$ cat config.mk
export PLATFORM = sky130hd
export DESIGN_NAME = l2_cmd_responder
export DESIGN_NICKNAME = d
export VERILOG_FILES = /design/src/rtl/l2_cmd_pkg.sv /design/src/rtl/l2_sat_counter.sv /design/src/rtl/l2_cmd_responder.sv
export SDC_FILE = /design/constraint.sdc
export NUM_CORES = 1
export LEC_CHECK = 0
export CORE_MARGIN = 8
export CORE_UTILIZATION = 40
export DETAILED_ROUTE_END_ITERATION = 7
export SETUP_SLACK_MARGIN = 0.1
export SYNTH_ARGS = -nofsm -noshare
export SYNTH_HDL_FRONTEND = slang
export SYNTH_HIERARCHICAL = 1
export SYNTH_SLANG_ARGS = --single-unit
export TNS_END_PERCENT = 5
$ cat constraint.sdc
create_clock -name clk -period 6.71 [get_ports clk]
set_input_delay 1.342 -clock clk [delete_from_list [all_inputs] [get_ports clk]]
set_output_delay 1.342 -clock clk [all_outputs]
set_load 0.1 [all_outputs]
$ cat src/rtl/l2_cmd_pkg.sv
// l2_cmd_pkg: shared command codes, FSM states and address width for the L1->L2 responder
package l2_cmd_pkg;
  localparam int L2_ADDR_W = 26;
  localparam logic [1:0] L2_CMD_NOP   = 2'b00;
  localparam logic [1:0] L2_CMD_READ  = 2'b01;
  localparam logic [1:0] L2_CMD_WRITE = 2'b10;
  localparam logic [1:0] L2_CMD_RWITM = 2'b11;
  typedef enum logic [1:0] {IDLE, BUSY, RESP} l2_state_t;
endpackage

$ cat src/rtl/l2_sat_counter.sv
// l2_sat_counter: saturating up-counter for traffic statistics
//   clk, rst_n : clock, async active-low reset
//   inc        : count one event this cycle
//   cnt        : current count, sticks at all-ones
module l2_sat_counter #(
  parameter int CNT_W = 16
) (
  input  logic             clk,
  input  logic             rst_n,
  input  logic             inc,
  output logic [CNT_W-1:0] cnt
);
  always_ff @(posedge clk or negedge rst_n)
    if (!rst_n) cnt <= '0;
    else if (inc && !(&cnt)) cnt <= cnt + 1'b1;
endmodule

$ cat src/rtl/l2_cmd_responder.sv
// l2_cmd_responder: L2-side responder with fixed access latency and a small backing store
//   cmd_valid/cmd_ready, command_in, address_in, wr_data : L1 command channel
//   resp_valid/resp_ready, resp_cmd, resp_addr, resp_data : response beat to L1
//   rd_cnt, wr_cnt, rwitm_cnt : saturating counts of accepted commands
module l2_cmd_responder
  import l2_cmd_pkg::*;
#(
  parameter int ADDR_W  = L2_ADDR_W,
  parameter int DATA_W  = 32,
  parameter int IDX_W   = 4,
  parameter int LATENCY = 4,
  parameter int CNT_W   = 16
) (
  input  logic              clk,
  input  logic              rst_n,
  input  logic              cmd_valid,
  output logic              cmd_ready,
  input  logic [1:0]        command_in,
  input  logic [ADDR_W-1:0] address_in,
  input  logic [DATA_W-1:0] wr_data,
  output logic              resp_valid,
  input  logic              resp_ready,
  output logic [1:0]        resp_cmd,
  output logic [ADDR_W-1:0] resp_addr,
  output logic [DATA_W-1:0] resp_data,
  output logic [CNT_W-1:0]  rd_cnt,
  output logic [CNT_W-1:0]  wr_cnt,
  output logic [CNT_W-1:0]  rwitm_cnt
);
  l2_state_t state, state_nx;
  logic [3:0] lat_cnt;
  logic [DATA_W-1:0] wdata_q;
  logic [DATA_W-1:0] mem [2**IDX_W];
  logic accept;
  assign accept = cmd_valid && state == IDLE && command_in != L2_CMD_NOP;
  always_comb begin
    cmd_ready  = state == IDLE;
    resp_valid = state == RESP;
    state_nx   = state == IDLE ? (accept ? BUSY : IDLE) :
                 state == BUSY ? (lat_cnt == 4'd0 ? RESP : BUSY) :
                 (resp_ready ? IDLE : RESP);
  end
  always_ff @(posedge clk or negedge rst_n)
    if (!rst_n) state <= IDLE;
    else state <= state_nx;
  // resp_cmd/resp_addr double as the latched command; resp_data is cleared on accept so WRITE answers 0
  always_ff @(posedge clk or negedge rst_n)
    if (!rst_n) begin
      resp_cmd  <= '0;
      resp_addr <= '0;
      resp_data <= '0;
      wdata_q   <= '0;
      lat_cnt   <= '0;
      for (int i = 0; i < 2**IDX_W; i++) mem[i] <= '0;
    end else if (accept) begin
      resp_cmd  <= command_in;
      resp_addr <= address_in;
      resp_data <= '0;
      wdata_q   <= wr_data;
      lat_cnt   <= 4'(LATENCY - 1);
    end else if (state == BUSY) begin
      lat_cnt <= lat_cnt - 4'd1;
      if (lat_cnt == 4'd0 && resp_cmd == L2_CMD_WRITE) mem[resp_addr[IDX_W-1:0]] <= wdata_q;
      else if (lat_cnt == 4'd0) resp_data <= mem[resp_addr[IDX_W-1:0]];
    end
  l2_sat_counter #(.CNT_W(CNT_W)) u_rd    (.clk(clk), .rst_n(rst_n), .inc(accept && command_in == L2_CMD_READ),  .cnt(rd_cnt));
  l2_sat_counter #(.CNT_W(CNT_W)) u_wr    (.clk(clk), .rst_n(rst_n), .inc(accept && command_in == L2_CMD_WRITE), .cnt(wr_cnt));
  l2_sat_counter #(.CNT_W(CNT_W)) u_rwitm (.clk(clk), .rst_n(rst_n), .inc(accept && command_in == L2_CMD_RWITM), .cnt(rwitm_cnt));
endmodule

[Word level (Yosys, flattened, before mapping)]
Cells that the tools add are included.
Cells by class
  add/subtract/negate cells: 4
  order comparisons: 2
  equal/unequal tests: 7
  multiplexer cells: 17
  bitwise logic cells: 2
  reductions and logical operators: 23
Operators with widths (count)
  512-bit bitwise mux: 1
  32-bit 2-to-1 mux: 7
  32-bit binary-select mux with 4-bit select: 1
  32-bit demux with 4-bit select: 1
  16-bit by 1-bit adder with 16-bit output, second input constant: 3
  16-bit AND reduction: 3
  1-bit logical AND: 10
  2-bit equality test, second input constant: 4
  2-bit 2-to-1 mux: 4
  4-bit 2-to-1 mux: 2
  3-bit AND reduction: 2
  2-bit nonzero test: 3
  5-bit greater-or-equal comparator, second input constant: 1
  5-bit by 1-bit less-than comparator with 1-bit output, second input constant: 1
  4-bit inverter with 5-bit output: 1
  2-bit by 1-bit equality test with 1-bit output, second input constant: 2
  4-bit logical NOT: 1
  4-bit by 1-bit subtractor with 4-bit output, second input constant: 1
  1-bit logical NOT: 3
  2-bit logical NOT: 1
  2-bit != test, second input constant: 1
  1-bit 2-to-1 mux: 1
  1-bit inverter: 1
Word-level totals
  flip-flop bits (word level): 658
  input bits: 64
  logic and storage cells: 80

[Logic depth before layout (Yosys ltp)]
Gate-level depths: netlist of the first run.
  depth after elaboration: 8
  gate-level depth with buffers: 9

[By module]
The synthesis of the first run kept the hierarchy.
By module, submodules not included
  l2_cmd_responder: times used 1, cells each 1764, area each 26735.6 um^2, seq. area each 15264.6 um^2
  l2_sat_counter: times used 3, cells each 75, area each 840.8 um^2, seq. area each 400.4 um^2

[Least setup slack after synthesis of the first run]
Ideal clock, no wire load.
  kind: input port to flip-flop
  start: in cmd_valid
  end: reg u_wr.cnt[15]
  setup time: 0.163 ns
  data arrival time: 3.201 ns
  path slack: 3.346 ns
  cell stages on the path: 9
  path through: or3b_2 > nor2_1 > buf_2 > nand2_1 > nor2_1 > and3_2 > nand3_1 > nor4_2 > xor2_1
Between the ends
  longest elaborated chain between the ends: 4
RTL lines
  start, declared: line l2_cmd_responder.sv:16  | input logic cmd_valid,
  1-bit logical AND (2 in series): line l2_cmd_responder.sv:35  | assign accept = cmd_valid && state == IDLE && command_in != L2_CMD_NOP;
  1-bit logical AND: line l2_cmd_responder.sv:67  | l2_sat_counter #(.CNT_W(CNT_W)) u_wr (.clk(clk), .rst_n(rst_n), .inc(accept && command_in == L2_CMD_WRITE), .c ...
  1-bit logical AND: line l2_sat_counter.sv:15  | else if (inc && !(&cnt)) cnt <= cnt + 1'b1;
  end signal, assigned: line l2_sat_counter.sv:15
  end, declared: line l2_sat_counter.sv:11  | output logic [CNT_W-1:0] cnt
No other way between the ends.
A chain may end at the register's enable or synchronous reset.

[Worst setup path in the final report of the first run]
  start: reg resp_addr[0]
  end: out resp_addr[0]
RTL lines
  start, declared: line l2_cmd_responder.sv:24  | output logic [ADDR_W-1:0] resp_addr,
  start signal, assigned: line l2_cmd_responder.sv:57  | resp_addr <= address_in;
No word-level cell between the ends.

==> parameters.txt, run 1 <==
Parameter                              Value

Timing
  Number of hold violations in the final report    0
  Rel. slew slack    0.2354
  Worst slew pin tran    1.147 ns
  Total of endpoints with negative setup slack in the final report    0
  Worst hold margin    0.4725 ns
  Minimum clock period    4.146 ns
  Setup repair after global routing missed its margin    no
  Fin. max-slew vios    0
  Maximum clock frequency    241.2 MHz
  Setup tns final    0 ns
  Final critical-path setup slack    2.564 ns
  Crit share post-route    0.6179
  Post-route clock skew    0.03472 ns

Placed design
  Placed wire-length estimate after detailed placement    42.29 mm
  Port Buffer Count    173
  Final Wtd Congestion    0.7673
  Setup WS pre-CTS    2.646 ns

Synthesis
  Simple logic cell fraction of the synthesized area    0.06487
  Net count after synthesis    2058
  Sequential area share after synthesis    0.5628
  Post-synthesis share of cell area spent on xor and xnor gates    0.01048
  Adder and majority cell fraction of the synthesized area    0.002138
  Yosys cell types    45
  Compound-Gate Fraction of Synth Area    0.01317
  Flip-flop and latch count after synthesis    658
  Mux share of post-synthesis cell area    0.3221
  Number of warnings issued by yosys    6
  Largest family of logic cells by synthesized area    multiplexers
  Gate count after technology mapping    1989
  Synthesized cell area    29260 um2
  Syn avg cell area    14.71 um2

Floorplan
  Starting utilization of the core area    0.4024
  Floorplan die height    286.5 um
  Die area    82060 um2
  I/O pin cnt    174
  FP Rows    99
  Core area    72710 um2
  Width of the die    286.5 um

Flow run
  MaxCap Viol Count    0

Clock tree
  Clock latency of the later-clocked register in the worst-skew pair    0.61 ns
  Post-cts sizing count    0
  Clock net sink count    658
  Clock transition at the registers of the reported paths    0.06 ns
  Hold-fix buffers at CTS    0
  Clock Root Buffer    clkbuf_16
  Number of buffers inserted to repair setup after CTS    0
  Clock buffer depth    3
  Clock tree from TritonCTS    yes
  Level count of the clock H-tree    3
  Clock buffer count from CTS    73

Power and ir drop
  Leak    16.33 nW
  Power Total    12.77 mW
  Peak supply drop    0.2538 mV
  Pwr dens    373.3 nW/um2

Setup path
  Kind of critical path    register to output pin
  Slowest CP cell    clkdlybuf4s50_1
  Cell-by-cell listing of the critical path    clkdlybuf4s50_1
  R2r setup slk    3.13 ns
  Maximum fanout along the worst path    38
  Worst path depth    1
  FF-to-FF End    resp_data[19]
  CP Data Arrival Time    2.80 ns
  Worst stage delay on the critical path    1.28 ns
  Setup crit start kind    register
  Cells on worst reg2reg path    5
  Critical path capture point    resp_addr[0]
  Req. time, crit path    5.37 ns
  Crit-path leading delay family    buffers and inverters
  Setup crit end kind    output pin
  Worst setup path startpoint    resp_addr[0]
  Critical register-to-register path startpoint    resp_addr[1]
  Total buffers and inverters traversed by the critical path    1

GRT
  Global route overflow    0
  Antenna violations before repair    1
  First-pass GRT wire length    113.1 mm
  Total Routing Usage GR    0.1758
  Vias in the first global route    18.56k
  Maximum number of pins on one net before global-route repair    151

Route
  Total Routed Length    71.65 mm
  Routed WL per cell    22.87 um
  Routed Antenna Nets    0
  Total via count after detailed routing    16.99k
  Initial DRC count    966
  Vias per Instance    5.423
  Length of the first detailed-routing pass in iterations    6
  Number of remaining DRC errors    0

Layout
  Number of nets in the finished design    2190
  Most used cells in the layout excluding fill and tap cells    dfrtp_1, mux2_2, nand2_1
  Fraction of final layout cells with drive strength greater than 1    0.3861
  FILL cells    6292
  Most frequent standard cell in the layout excluding fill and tap cells    dfrtp_1
  Area growth from synthesis to layout    16.94%

Hold path
  Worst min-delay path class    register to register
  Startpoint of the tightest hold check path    resp_addr[20]

Status
  Result of the run    complete, no violations
-- stage by stage --
stage | cells | utilization | area [um2]
after floorplan | 1989 | - | 29260
after global placement | 3005 | 0.4382 | 31860
after detailed placement | 3005 | 0.4382 | 31860
after CTS | 3132 | 0.4705 | 34210
after global routing | 3133 | 0.4705 | 34210
final | 3133 | 0.4705 | 34210
-- state kept, by name, summed over array words and instances (netlist names), 4 cells and up --
name,flops
u_rd/cnt,16
lat_cnt,4
resp_data,32
mem,512
resp_addr,26
wdata_q,32
u_wr/cnt,16
u_rwitm/cnt,16
-- synthesized netlist by cell type (all sizes together) --
library cell | count | area [um2]
mux4 | 128 | 2883
xor2 | 25 | 219.0
dfrtp | 658 | 16470
nor2b | 3 | 18.77
or3b | 2 | 20.02
inv | 8 | 30.03
nor2 | 26 | 97.59
mux2 | 524 | 5901
or2 | 4 | 25.03
ha | 5 | 62.56
mux2i | 64 | 640.6
nor4 | 14 | 230.2
and3 | 5 | 35.03
nand4 | 21 | 226.5
nand3 | 20 | 100.1
xnor2 | 10 | 87.58
o32a | 1 | 10.01
nor3 | 18 | 95.09
nor3b | 5 | 42.54
buf | 88 | 462.9
o211ai | 4 | 30.03
and4 | 7 | 61.31
nand2 | 235 | 882.1
and2b | 1 | 7.510
o21ai | 10 | 50.05
nand2b | 8 | 50.05
a21oi | 3 | 15.01
clkbuf | 59 | 222.7
or3 | 1 | 6.260
o221ai | 32 | 280.3
-- power breakdown --
group,internal (mW),switching (mW),total [mW]
sequential,4.59,0.858,5.45
clock,2.33,1.59,3.92
combinational,1.29,2.11,3.40
total,8.21,4.56,12.8
-- cells by family after synthesis --
kind of cell | after synthesis
xor gates and xnor gates | 35
muxes | 716
AOI/OAI and AO/OA | 50
DFF | 658
adders and majority gates | 5
buffers and inverters | 155
and+or+nand+nor | 370
-- worst min-delay path by stage --
stage | to | slack (ns) | cells after the start
global placement | resp_addr[10] | 0.46 | 2
detailed placement | resp_addr[15] | 0.46 | 2
global route | resp_addr[15] | 0.49 | 2
CTS | resp_addr[20] | 0.48 | 2
finish | resp_addr[20] | 0.47 | 2
floorplan | mem[69] | 0.45 | 1
-- final cells by class --
class                           count  area, um2  share of cell area
Sequential cell                   658      16480              0.4816
Inverter                            8      30.03           0.0008777
Multi-Input combinational cell   1176      12150              0.3550
Timing Repair Buffer              204       2007             0.05866
Clock inverter                     17      152.6            0.004461
Clock buffer                      110       2198             0.06425
Antenna cell                        1      2.502          0.00007314
Tap cell                          959       1200             0.03507
-- worst reg2reg max path, cell delays in order (launching register included) --
cell	delay (ns)
dfrtp_4	0.80
buf_4	0.78
buf_4	0.82
mux4_2	0.64
mux2i_1	0.21
o221ai_1	0.15
-- layer usage --
| metal | track usage | up-vias | share of wire |
|---|---|---|---|
| met5 | 0 | - | 0 |
| met4 | 0.05499 | 0 | 0.025 |
| met3 | 0.03013 | 110 | 0.037 |
| met2 | 0.2927 | 273 | 0.49 |
| met1 | 0.2343 | 9124 | 0.44 |
| li1 | - | 7483 | - |
No activity file was read; power rests on OpenSTA's default activity.
==> run 2: changes to the inputs <==
==> constraint.sdc (replaced) <==
create_clock -name clk -period 3.4 [get_ports clk]
set_input_delay 0.68 -clock clk [delete_from_list [all_inputs] [get_ports clk]]
set_output_delay 0.68 -clock clk [all_outputs]
set_load 0.1 [all_outputs]
==> run 2 against run 1 <==
Against the previous run:
- critical path depth up 1
- largest cell class unchanged
- wire length up 2.4%
- global-route usage up 0.39 points
- critical path type unchanged
- combinational power up 100%
- flip-flop and latch count unchanged
==> parameters.txt, run 2 (synthesized netlist as in run 1, its figures left out) <==
Parameter                              Value

Setup path
  Kind of critical path    register to output pin (unchanged)
  Req. time, crit path    2.72 ns (was 5.37 ns)
  Slowest CP cell    dfrtp_4 (was clkdlybuf4s50_1)
  Cell-by-cell listing of the critical path    buf_6, buf_4 (was clkdlybuf4s50_1)
  Setup crit end kind    output pin (unchanged)
  Maximum fanout along the worst path    35 (was 38)
  Worst setup path startpoint    resp_addr[1] (was resp_addr[0])
  CP Data Arrival Time    2.27 ns (was 2.80 ns)
  Setup crit start kind    register (unchanged)
  Critical register-to-register path startpoint    lat_cnt[0] (was resp_addr[1])
  Worst stage delay on the critical path    0.73 ns (was 1.28 ns)

Power and ir drop
  Pwr dens    743.2 nW/um2 (was 373.3 nW/um2)
  Leak    16.82 nW (was 16.33 nW)
  Peak supply drop    0.5210 mV (was 0.2538 mV)

Timing
  Final critical-path setup slack    0.4475 ns (was 2.564 ns)
  Crit share post-route    0.8684
  Post-route clock skew    0.02563 ns (was 0.03472 ns)
  Number of hold violations in the final report    0 (unchanged)
  Minimum clock period    2.952 ns
  Total of endpoints with negative setup slack in the final report    0 (unchanged)
  Maximum clock frequency    338.7 MHz
  Setup repair after global routing missed its margin    no (unchanged)
  Fin. max-slew vios    0 (unchanged)
  Worst slew pin tran    1.192 ns (was 1.147 ns)
  Setup tns final    0 ns (unchanged)
  Rel. slew slack    0.2056 (was 0.2354)

Route
  Routed Antenna Nets    0 (unchanged)
  Initial DRC count    994 (was 966)
  Vias per Instance    5.421 (was 5.423)
  Number of remaining DRC errors    0 (unchanged)
  Length of the first detailed-routing pass in iterations    5 (was 6)
  Total Routed Length    73.41 mm (was 71.65 mm)
  Routed WL per cell    23.11 um (was 22.87 um)
  Total via count after detailed routing    17.22k (was 16.99k)

Placed design
  Final Wtd Congestion    0.7616 (was 0.7673)
  Placed wire-length estimate after detailed placement    44.90 mm (was 42.29 mm)
  Placement Cell Area    32030 um2 (was 31860 um2)
  Port Buffer Count    173 (unchanged)
  Setup WS pre-CTS    0.1874 ns (was 2.646 ns)

GRT
  First-pass GRT wire length    115.2 mm (was 113.1 mm)
  Maximum number of pins on one net before global-route repair    86 (was 151)
  Total Routing Usage GR    0.1797 (was 0.1758)
  Global route overflow    0 (unchanged)
  Antenna violations before repair    0 (was 1)
  Vias in the first global route    18.78k (was 18.56k)

Layout
  Area growth from synthesis to layout    18.00% (was 16.94%)
  Largest register by flop count    mem (unchanged)
  Most used cells in the layout excluding fill and tap cells    dfrtp_1, mux2_2, nand2_1 (unchanged)
  Antenna Cells    0 (was 1)
  Non-Filler Cell Area, Final    34520 um2 (was 34210 um2)
  Number of nets in the finished design    2230 (was 2190)
  Layout Utilization    0.4748 (was 0.4705)
  Most frequent standard cell in the layout excluding fill and tap cells    dfrtp_1 (unchanged)
  FILL cells    6217 (was 6292)
  Fraction of final layout cells with drive strength greater than 1    0.4493 (was 0.3861)
  Flip-flop count of the largest register after layout    512 (unchanged)
  Largest registers ranked by flip-flop count    mem x512, resp_data x32, wdata_q x32 (unchanged)

Clock tree
  Clock buffer count from CTS    74 (was 73)
  Clock net sink count    658 (unchanged)
  Clock latency of the later-clocked register in the worst-skew pair    0.61 ns (about the same)
  Clock Root Buffer    clkbuf_16 (unchanged)
  Clock transition at the registers of the reported paths    0.06 ns (about the same)
  Clock tree from TritonCTS    yes (unchanged)
  Level count of the clock H-tree    3 (unchanged)
  Clock buffer depth    3 (unchanged)

Floorplan
  FP Rows    99 (unchanged)
  Floorplan die height    286.5 um (unchanged)
  I/O pin cnt    174 (unchanged)
  Width of the die    286.5 um (unchanged)
  Core area    72710 um2 (unchanged)
  Die area    82060 um2 (unchanged)
  Starting utilization of the core area    0.4024 (unchanged)

Flow run
  MaxCap Viol Count    0 (unchanged)

Hold path
  Worst min-delay path class    input pin to asynchronous set/reset pin (was register to register)

Status
  Result of the run    complete, no violations (unchanged)
run 2: cell count changes in the layout (fill, tap and decap cells not counted), moves of 2 or more:
cell             delta
buf_4             +136
clkdlybuf4s50_1   -110
clkinvlp_4          +4
clkinv_2            +4
clkinv_8            +2
buf_12             +12
clkbuf_1            -3
clkbuf_8            -8
bufinv_16           +6
run 2: final timing paths:
kind / to / slack [ns] / depth (start not counted)
min: u_wr/cnt[8] / 0.04 / 1
min in group clk: resp_addr[16] / 0.48 / 2
max reg2reg: mem[404] / 0.72 / 7
max: resp_addr[1] / 0.45 / 2
min reg2reg: resp_addr[16] / 0.48 / 2
max in group asynchronous: mem[208] / 2.36 / 3
run 2: routing by layer:
layer,part of all wire,track usage,up-vias
li1,-,-,7575
met1,0.44,0.2426,9202
met2,0.49,0.2952,307
met3,0.048,0.03219,132
met4,0.025,0.05435,0
met5,0,0,-
run 2: timing repair:
action,4_1_cts,5_1_grt
endpoints found under the hold margin,0,0
hold buffers,0,0
buffers inserted,0,0
gates resized for setup,0,1
setup endpoints to repair,0,1
run 2: per-stage QoR:
step / hold slack [ns] / instances / power (mW)
5_1_grt: 0.08347 / 3176 / 26.91
3_5_place_dp: 0.4635 / 3044 / 17.76
6_report: 0.04389 / 3176 / 25.66
3_3_place_gp: 0.4613 / 3044 / 17.55
4_1_cts: 0.05026 / 3176 / 26.00
2_1_floorplan: 0.3844 / 1989 / 15.49
run 2: worst max-delay path: cells and delay by family, from the launching register on:
family / cells / cell delay [ns]
flip-flops: 1 / 0.73
buffers and inverters: 2 / 0.90
run 2: cell type report:
class,count,area (um2),share of cell area
clock buffers,99,2077,0.06016
clock inverters,33,415.4,0.01203
inverters,8,30.03,0.0008698
multi-input cells,1176,12150,0.3518
flip-flops and latches,658,16480,0.4773
well taps,959,1200,0.03476
repair buffers,243,2178,0.06310
run 2: where the power goes:
group	total [mW]	switching [mW]	leakage, nW	internal (mW)
sequential	10.6	1.52	9.05	9.07
combinational	6.93	4.38	6.55	2.54
clock	8.14	3.23	1.22	4.92
==> run 3: changes to the inputs <==
--- a/config.mk
+++ b/config.mk
@@ -7,6 +7,7 @@
 export LEC_CHECK = 0
 export CORE_MARGIN = 8
 export CORE_UTILIZATION = 40
+export CTS_BUF_LIST = sky130_fd_sc_hd__clkbuf_8
 export DETAILED_ROUTE_END_ITERATION = 7
 export SETUP_SLACK_MARGIN = 0.1
 export SYNTH_ARGS = -nofsm -noshare
==> run 3 against run 2 <==
Against the previous run:
- utilization is 0.38 points lower
- first-iteration DRC count is 5.9% lower
- register-to-register slack hardly changed
- critical path type unchanged
- count of clock-buffer cells in the layout is 40 higher
==> parameters.txt, run 3 (synthesized netlist as in run 1, its figures left out) <==
Parameter                              Value

Timing
  Worst slew pin tran    1.210 ns (was 1.192 ns)
  Number of hold violations in the final report    0 (unchanged)
  Setup repair after global routing missed its margin    no (unchanged)
  Post-route clock skew    0.03624 ns (was 0.02563 ns)
  Maximum clock frequency    327.5 MHz (was 338.7 MHz)
  Rel. slew slack    0.1931 (was 0.2056)
  Final critical-path setup slack    0.3470 ns (was 0.4475 ns)
  Setup tns final    0 ns (unchanged)
  Fin. max-slew vios    0 (unchanged)
  Crit share post-route    0.8979 (was 0.8684)
  Minimum clock period    3.053 ns (was 2.952 ns)
  Total of endpoints with negative setup slack in the final report    0 (unchanged)

Power and ir drop
  Reported net switching power    9.077 mW (was 9.131 mW)
  Leak    16.89 nW (was 16.82 nW)
  Peak supply drop    0.5227 mV (was 0.5210 mV)
  Power share of the combinational group    0.285 (was 0.270)
  Clk pwr share    0.281 (was 0.317)
  Fraction of power consumed by sequential logic    0.435 (was 0.413)
  Internal power    15.28 mW (was 16.53 mW)
  Pwr dens    711.2 nW/um2 (was 743.2 nW/um2)
  Switching share of total power    0.3727 (was 0.3559)
  Power Total    24.36 mW (was 25.66 mW)

Floorplan
  Die area    82060 um2 (unchanged)
  I/O pin cnt    174 (unchanged)
  Starting utilization of the core area    0.4024 (unchanged)
  Floorplan die height    286.5 um (unchanged)
  Core area    72710 um2 (unchanged)
  FP Rows    99 (unchanged)
  Width of the die    286.5 um (unchanged)

Hold path
  Startpoint of the tightest hold check path    resp_addr[10]
  Worst min-delay path class    register to register (was input pin to asynchronous set/reset pin)
  Cell depth of the worst hold path    2

Clock tree
  Level count of the clock H-tree    3 (unchanged)
  Number of buffers inserted to repair setup after CTS    0 (unchanged)
  Clock net sink count    658 (unchanged)
  Clock latency of the later-clocked register in the worst-skew pair    0.70 ns (was 0.61 ns)
  Clock Root Buffer    clkbuf_8 (was clkbuf_16)
  Clock buffer count from CTS    110 (was 74)
  Clock buffer depth    3 (unchanged)
  Clock transition at the registers of the reported paths    0.06 ns (about the same)
  Clock tree from TritonCTS    yes (unchanged)

Layout
  Largest registers ranked by flip-flop count    mem x512, resp_data x32, wdata_q x32 (unchanged)
  Number of nets in the finished design    2267 (was 2230)
  Largest register by flop count    mem (unchanged)
  Fraction of final layout cells with drive strength greater than 1    0.4523 (was 0.4493)
  Area growth from synthesis to layout    17.05% (was 18.00%)
  Flip-flop count of the largest register after layout    512 (unchanged)
  Non-Filler Cell Area, Final    34250 um2 (was 34520 um2)
  Most frequent standard cell in the layout excluding fill and tap cells    dfrtp_1 (unchanged)
  Most used cells in the layout excluding fill and tap cells    dfrtp_1, mux2_2, nand2_1 (unchanged)

Route
  Routed Antenna Nets    0 (unchanged)
  Vias per Instance    5.368 (was 5.421)
  Number of remaining DRC errors    0 (unchanged)
  Routed WL per cell    22.77 um (was 23.11 um)
  Total via count after detailed routing    17.43k (was 17.22k)
  Total Routed Length    73.95 mm (was 73.41 mm)
  Length of the first detailed-routing pass in iterations    4 (was 5)
  Initial DRC count    935 (was 994)

Placed design
  Placed wire-length estimate after detailed placement    44.90 mm (unchanged)
  Setup WS pre-CTS    0.1874 ns (unchanged)
  Final Wtd Congestion    0.7616 (unchanged)
  Port Buffer Count    173 (unchanged)
  Placement Cell Area    32030 um2 (unchanged)

GRT
  Maximum number of pins on one net before global-route repair    86 (unchanged)
  Vias in the first global route    18.99k (was 18.78k)
  Total Routing Usage GR    0.1810 (was 0.1797)
  Antenna violations before repair    1 (was 0)
  First-pass GRT wire length    116.0 mm (was 115.2 mm)
  Global route overflow    0 (unchanged)

Setup path
  Slowest CP cell    dfrtp_4 (unchanged)
  CP Data Arrival Time    2.37 ns (was 2.27 ns)
  Critical path capture point    resp_addr[1] (unchanged)
  Cells on worst reg2reg path    7 (unchanged)
  Crit-path leading delay family    buffers and inverters (unchanged)
  Setup crit start kind    register (unchanged)
  Setup crit end kind    output pin (unchanged)
  Worst setup path startpoint    resp_addr[1] (unchanged)
  Req. time, crit path    2.72 ns (about the same)
  Kind of critical path    register to output pin (unchanged)
  Critical register-to-register path startpoint    lat_cnt[0] (unchanged)
  Cell-by-cell listing of the critical path    buf_6, buf_4 (unchanged)
  Maximum fanout along the worst path    35 (unchanged)
  Total buffers and inverters traversed by the critical path    2 (unchanged)
  FF-to-FF End    mem[404] (unchanged)
  Worst stage delay on the critical path    0.73 ns (about the same)
  R2r setup slk    0.73 ns (was 0.72 ns)
  Worst path depth    2 (unchanged)

Status
  Result of the run    complete, no violations (unchanged)

Flow run
  MaxCap Viol Count    0 (unchanged)
==> run 3: through the flow <==
step,hold WS (ns),std cells,util
4_1_cts,0.4251,3245,0.4709
2_1_floorplan,0.3844,1989,-
3_5_place_dp,0.4635,3044,0.4405
3_3_place_gp,0.4613,3044,0.4405
5_1_grt,0.4635,3246,0.4710
6_report,0.4742,3247,0.4710
==> run 3: tightest hold or removal path, stage by stage (launching register included) <==
cell,delay [ns]
dfrtp_1,0.34
nand2_1,0.05
nand2_1,0.06
==> run 3: how the worst min path moves through the flow <==
stage	slack (ns)	endpoint
after detailed placement	0.46	resp_addr[16]
after CTS	0.43	wdata_q[5]
after global placement	0.46	resp_addr[12]
after global routing	0.46	wdata_q[5]
final	0.47	resp_addr[10]
after floorplan	0.38	lat_cnt[0]
==> run 3: timing repair <==
item	4_1_cts	5_1_grt
setup endpoints to repair	1	0
hold buffers	1	0
resized for setup	1	0
endpoints found under the hold margin	57	0
==> run 3: power groups by stage <==
stage / Sequential, mW / Combinational, mW / Clock (mW)
after global placement: 10.6 / 6.93 / 0
final: 10.6 / 6.93 / 6.84
after detailed placement: 10.7 / 7.03 / 0
after global routing: 10.8 / 7.37 / 7.46
after floorplan: 11.6 / 3.93 / 0
after CTS: 10.6 / 7.05 / 7.09
==> run 3: per-layer routing <==
metal / vias to the layer above / share of wire / GRT usage
met3: 129 / 0.045 / 0.03227
li1: 7662 / - / -
met2: 359 / 0.49 / 0.2963
met5: - / 0 / 0
met1: 9280 / 0.44 / 0.2429
met4: 0 / 0.027 / 0.06055
==> run 3: area by class of cell <==
cell class / count / area, um2
antenna: 2 / 5.005
clock buffer: 139 / 1913
clock inverter: 61 / 286.5
fill: 6289 / 38460
inverter: 8 / 30.03
multi-input combinational: 1176 / 12150
sequential: 658 / 16480
tap: 959 / 1200
timing repair buffer: 244 / 2188
==> patch 1, RTL diff (flow settings as in run 2) <==
Make the reset (`rst_n`) synchronous in 3 clocked blocks. Comments in the files are not updated.
--- a/src/rtl/l2_sat_counter.sv
+++ b/src/rtl/l2_sat_counter.sv
@@ -12,3 +12,3 @@
 );
-  always_ff @(posedge clk or negedge rst_n)
+  always_ff @(posedge clk)
     if (!rst_n) cnt <= '0;
--- a/src/rtl/l2_cmd_responder.sv
+++ b/src/rtl/l2_cmd_responder.sv
@@ -42,3 +42,3 @@
   end
-  always_ff @(posedge clk or negedge rst_n)
+  always_ff @(posedge clk)
     if (!rst_n) state <= IDLE;
@@ -46,3 +46,3 @@
   // resp_cmd/resp_addr double as the latched command; resp_data is cleared on accept so WRITE answers 0
-  always_ff @(posedge clk or negedge rst_n)
+  always_ff @(posedge clk)
     if (!rst_n) begin
Check against the original RTL: not settled (the Yosys comparison gave no result); the edit may change what the design does.
==> patch 1 against run 2 <==
Setup slack better by 0.089 ns. Hold slack better by 0.41 ns. Routed wire length grew 4.7%. Cell area fell by 1.4%. Synthesized area decreased by 1.2%. Sequential cell count is the same. Critical endpoint is now mem[2][23]. Highest routed layer unchanged.
Power is not compared: it rests on default switching activity, and its combinational part moved more than twofold at a synthesized area within 25%.
==> patch 1: results (changes against run 2) <==
[run_status]
status = finished clean  ; unchanged

[power]
p_leak_nw = 12.18
p_comb_frac = 0.090
vdd_drop_max_mv = 0.2988

[hold_path]
min_delay_path_depth = 2
hold-path-endpoint = resp_addr[8]
hold_start = resp_addr[8]
hp-class = reg -> reg  ; was in -> async

[critical_path]
crit_fanout = 24  ; was 35
worstPathArrival_ns = 3.15  ; was 2.27 ns
worstRegToRegCells = 7  ; unchanged
reg2reg_slack_ns = 0.54  ; was 0.72 ns
r2r-start = lat_cnt[0]  ; unchanged
rr_endpoint = mem[2][23]  ; was mem[404]

[placement]
gp_congestion = 0.7945  ; was 0.7616
dp_hpwl_microns = 47420  ; was 44900 microns

[synth]
yosys_warnings = 6  ; unchanged
synthXorXnorAreaFrac = 0.003635  ; was 0.01048
synth_cell_types = 50  ; was 45
synthTopCellsByArea = edfxtp_1 53%, and2_1 11%, dfxtp_1 10%, mux4_2 7.5%, mux2i_1 2.4%  ; was dfrtp_1 56%, mux2_2 20%, mux4_2 9.9%, nand2_1 3.0%, mux2i_1 2.2%
async_flop_share = 0  ; was 1.000
ys_seq_area_frac = 0.6329  ; was 0.5628
synthAdderAreaFrac = 0.001731  ; was 0.002138
synth_compound_area_frac = 0.06197  ; was 0.01317
synth-edff-count = 512  ; was 0
syn_nets = 2223  ; was 2058
synthTopCellsByCount = 513 x and2_1, 512 x edfxtp_1, 152 x nand2_1, 146 x dfxtp_1, 119 x a21oi_1  ; was 658 x dfrtp_1, 517 x mux2_2, 235 x nand2_1, 128 x mux4_2, 64 x mux2i_1
synth_top_flop_cell = edfxtp_1  ; was dfrtp_1
synth_mux_area_frac = 0.09901  ; was 0.3221

[routing]
drt_pass1_iterations = 5  ; unchanged
drt_iter0_drc = 1359  ; was 994
wirelength_met1_microns = 31940  ; was 32220 microns
dr_wl_met2_microns = 39020  ; was 35840 microns
top_layer = met4  ; unchanged
via_per_inst = 5.384  ; was 5.421
dr_wl_met3_microns = 4345  ; was 3542 microns
wl_microns = 76830  ; was 73410 microns

[global_routing]
grt_max_degree = 65  ; was 86
grt_pass1_vias = 18620  ; was 18780
track_usage = 0.1856  ; was 0.1797
grt_antenna_before_repair = 3  ; was 0
grt_pass1_wl_microns = 115500  ; was 115200 microns

[clock_network]
cts_root_buf = clkbuf_16  ; unchanged
numCtsBuffers = 72  ; was 74
cts_resized = 0  ; unchanged
cts_max_level = 3  ; unchanged
cts_setup_buffers = 0  ; unchanged
path_clk_slew_ns = 0.06  ; about the same
insertion_delay_ns = 0.60
clk_path_buf_depth = 3  ; unchanged

[timing]
fin_skew_ns = 0.02644  ; was 0.02563 ns
whs_ns = 0.4512  ; was 0.04389 ns
tightestPinTransition_ns = 1.010  ; was 1.192 ns

[cells_and_area]
nets = 2384  ; was 2230
drive_gt1_frac = 0.1808  ; was 0.4493

==> patch 1: layout make-up <==
class / count / area, sq um
diodes: 3 / 7.507
clock buffers: 100 / 2002
clock inverters: 31 / 225.2
fillers: 6173 / 37450
inverters: 12 / 45.04
multi-input cells: 1313 / 9906
flip-flops and latches: 658 / 18310
well taps: 950 / 1189
repair buffers: 259 / 2350
==> patch 1: layer usage <==
metal  track usage  vias to the layer above
met5             0                        -
met4       0.04548                        0
met3       0.03333                      108
met2        0.3296                      507
met1        0.2336                     9057
li1              -                     8235
==> patch 1: per-stage QoR <==
step	instance area, sq um	total power, mW	setup slack, ns	instances
6_report	34030	18.23	0.5366	3326
4_1_cts	34030	18.43	0.5307	3323
3_3_place_gp	31800	10.97	0.06967	3192
2_1_floorplan	28920	10.34	0.09397	2155
3_5_place_dp	31800	11.00	0.05131	3192
5_1_grt	34030	18.86	0.3936	3324
==> patch 1: worst max-delay path by stage <==
| stage | end | startpoint | depth (start not counted) |
|---|---|---|---|
| after floorplan | mem[14][0] | resp_addr[1] | 6 |
| after global placement | u_rd/cnt[15] | command_in[1] | 8 |
| after detailed placement | u_rd/cnt[13] | command_in[1] | 8 |
| after CTS | mem[2][29] | lat_cnt[0] | 7 |
| after global routing | mem[8][14] | lat_cnt[0] | 7 |
| final | mem[2][23] | lat_cnt[0] | 7 |
==> patch 1: critical path, stage by stage, from the launching register on <==
cell and delay (ns):
dfxtp_1 0.33, inv_1 0.07, ha_1 0.15, nor3b_2 0.34, nand4b_4 0.51, nor4_4 0.40, nand2b_2 0.43, buf_12 0.28
==> patch 1: kinds of logic after synthesis <==
family,after synthesis
AND/OR/NAND/NOR,839
adder cells (fa/ha/maj),4
flip-flops,658
AO/OA/AOI/OAI,292
XOR/XNOR,12
multiplexers,166
buffers and inverters,184
==> patch 2, RTL diff (flow settings as in run 2) <==
Without the edit above. Change the parameter `IDX_W` from 4 to 2.
--- a/src/rtl/l2_cmd_responder.sv
+++ b/src/rtl/l2_cmd_responder.sv
@@ -9,3 +9,3 @@
   parameter int DATA_W  = 32,
-  parameter int IDX_W   = 4,
+  parameter int IDX_W   = 2,
   parameter int LATENCY = 4,
Function: no difference found for any inputs over 4 cycles, from zero or initial values and one cycle with rst_n low; that may be too few to reach the edited logic, so the function may still have changed.
==> patch 2 against run 2 <==
Largest cell class unchanged. Sequential share of layout area shrank 3.8 points. Cell area decreased by 55%. Highest routed layer unchanged. Synthesized cell count fell by 57%. Setup slack better by 0.24 ns. Sequential cell count fell by 384. Power decreased by 44%. Synthesized area is 57% lower. Clock skew shrank 0.018 ns. Routed wire length shrank 59%.
==> patch 2: results (changes against run 2) <==
[clock_network]
cts_max_level = 1  ; was 3
cts_root_buf = clkbuf_16  ; unchanged
cts_setup_buffers = 0  ; unchanged
path_clk_slew_ns = 0.06  ; about the same
insertion_delay_ns = 0.55  ; was 0.61 ns
numCtsBuffers = 31  ; was 74
cts_resized = 0  ; unchanged
clk_path_buf_depth = 3  ; unchanged

[placement]
numPortBuffers = 173  ; unchanged
post-place-ws_ns = 0.1967  ; was 0.1874 ns
dp_hpwl_microns = 18920  ; was 44900 microns
gp_congestion = 0.7949  ; was 0.7616

[synth]
synthTopCellsByCount = 274 x dfrtp_1, 110 x mux2_4, 82 x mux2_2, 69 x o21ai_0, 41 x nand4_1  ; was 658 x dfrtp_1, 517 x mux2_2, 235 x nand2_1, 128 x mux4_2, 64 x mux2i_1
async_flop_share = 1.000  ; unchanged
yosys_warnings = 6  ; unchanged
synth_cell_types = 45  ; unchanged
ys_seq_area_frac = 0.5420  ; was 0.5628
synthTopCellsByArea = dfrtp_1 54%, mux2_4 13%, mux2_2 7.3%, mux4_2 5.7%, o21ai_0 2.7%  ; was dfrtp_1 56%, mux2_2 20%, mux4_2 9.9%, nand2_1 3.0%, mux2i_1 2.2%
syn_nets = 924  ; was 2058

[hold_path]
hp-class = in -> async  ; unchanged

[critical_path]
worstRegToRegCells = 7  ; unchanged
cpPeakStageDelay_ns = 1.14  ; was 0.73 ns
rr_endpoint = resp_data[25]  ; was mem[404]
crit_family = buffers and inverters  ; unchanged
r2r-start = lat_cnt[0]  ; unchanged
reg2reg_slack_ns = 0.82  ; was 0.72 ns
crit_fanout = 2  ; was 35
crit_slowest_cell = clkdlybuf4s50_1  ; was dfrtp_4

[routing]
drt_pass1_iterations = 4  ; was 5
dr_wl_met3_microns = 1621  ; was 3542 microns
wire_per_inst_microns = 20.61  ; was 23.11 microns
wirelength_met1_microns = 14050  ; was 32220 microns
top_layer = met4  ; unchanged
num_vias = 7713  ; was 17220
dr_wl_met2_microns = 13930  ; was 35840 microns
drt_iter0_drc = 349  ; was 994

[power]
vdd_drop_max_mv = 0.7658  ; was 0.5210 mV
p_leak_nw = 7.585  ; was 16.82 nW

[timing]
fin_skew_ns = 0.007171  ; was 0.02563 ns
fin_setup_tns_ns = 0  ; unchanged
relSlewSlack = 0.3509  ; was 0.2056
max_freq_mhz = 368.1  ; was 338.7 MHz

[cells_and_area]
n_antenna_cell = 0  ; unchanged
nets = 1102  ; was 2230
top_regs = mem x128, resp_data x32, wdata_q x32  ; was mem x512, resp_data x32, wdata_q x32
drive_gt1_frac = 0.4144  ; was 0.4493

[run_status]
status = finished clean  ; unchanged

[global_routing]
grt_pass1_wl_microns = 48870  ; was 115200 microns
grt_max_degree = 88  ; was 86
track_usage = 0.1596  ; was 0.1797
grt_antenna_before_repair = 0  ; unchanged
grt_pass1_vias = 8349  ; was 18780

-- patch 2: changes by cell type after synthesis, sizes merged, moves of 5 or more --
cell	run 2	this run
mux2i	64	0
o221ai	32	0
clkbuf	59	16
nand2	235	16
nand4	21	51
nor4	14	9
mux2	524	200
o21ai	10	72
mux4	128	32
buf	88	35
dfrtp	658	274
-- patch 2: area by class of cell --
class / count / area, sq um
fillers: 2741 / 15790
repair buffers: 196 / 1734
well taps: 402 / 503.0
clock inverters: 11 / 155.1
multi-input cells: 524 / 5396
clock buffers: 46 / 932.1
inverters: 6 / 22.52
flip-flops and latches: 274 / 6859
-- patch 2: how the worst max path moves through the flow --
stage                             start               to
after floorplan               cmd_valid     u_rd/cnt[15]
after detailed placement      cmd_valid  u_rwitm/cnt[15]
after global routing      resp_addr[25]    resp_addr[25]
final                      resp_addr[2]     resp_addr[2]
after CTS                  resp_addr[2]     resp_addr[2]
after global placement        cmd_valid  u_rwitm/cnt[11]
-- patch 2: metrics by stage --
step | util | hold slack, ns | instance area, sq um | cells | total power, mW
after global routing | 0.4970 | 0.1773 | 15600 | 1459 | 14.94
after global placement | 0.4624 | 0.4719 | 14520 | 1402 | 10.79
after CTS | 0.4970 | 0.1711 | 15600 | 1459 | 14.44
after detailed placement | 0.4624 | 0.4779 | 14520 | 1402 | 10.85
after floorplan | - | 0.3844 | 12650 | 855 | 9.413
final | 0.4970 | 0.1545 | 15600 | 1459 | 14.26
-- patch 2: routing by layer --
layer / track usage / vias up
met5: 0 / -
met4: 0.03281 / 0
met3: 0.03419 / 32
met2: 0.2564 / 156
met1: 0.2207 / 4006
li1: - / 3519
-- patch 2: cells by family (layout without fill, tap and decap cells) --
group / count (synthesis) / after routing / share of synthesized area
flip-flops: 274 / 274 / 0.5420
AND/OR/NAND/NOR: 172 / 172 / 0.09613
buffers and inverters: 57 / 259 / 0.03264
AO/OA/AOI/OAI: 81 / 81 / 0.03313
multiplexers: 232 / 232 / 0.2676
adder cells (fa/ha/maj): 5 / 5 / 0.004945
XOR/XNOR: 34 / 34 / 0.02354
-- patch 2: power breakdown --
group	switching [mW]	total (mW)	internal (mW)
Clock	1.33	3.51	2.18
Sequential	0.901	5.08	4.17
Combinational	3.63	5.67	2.04
Total	5.86	14.3	8.40
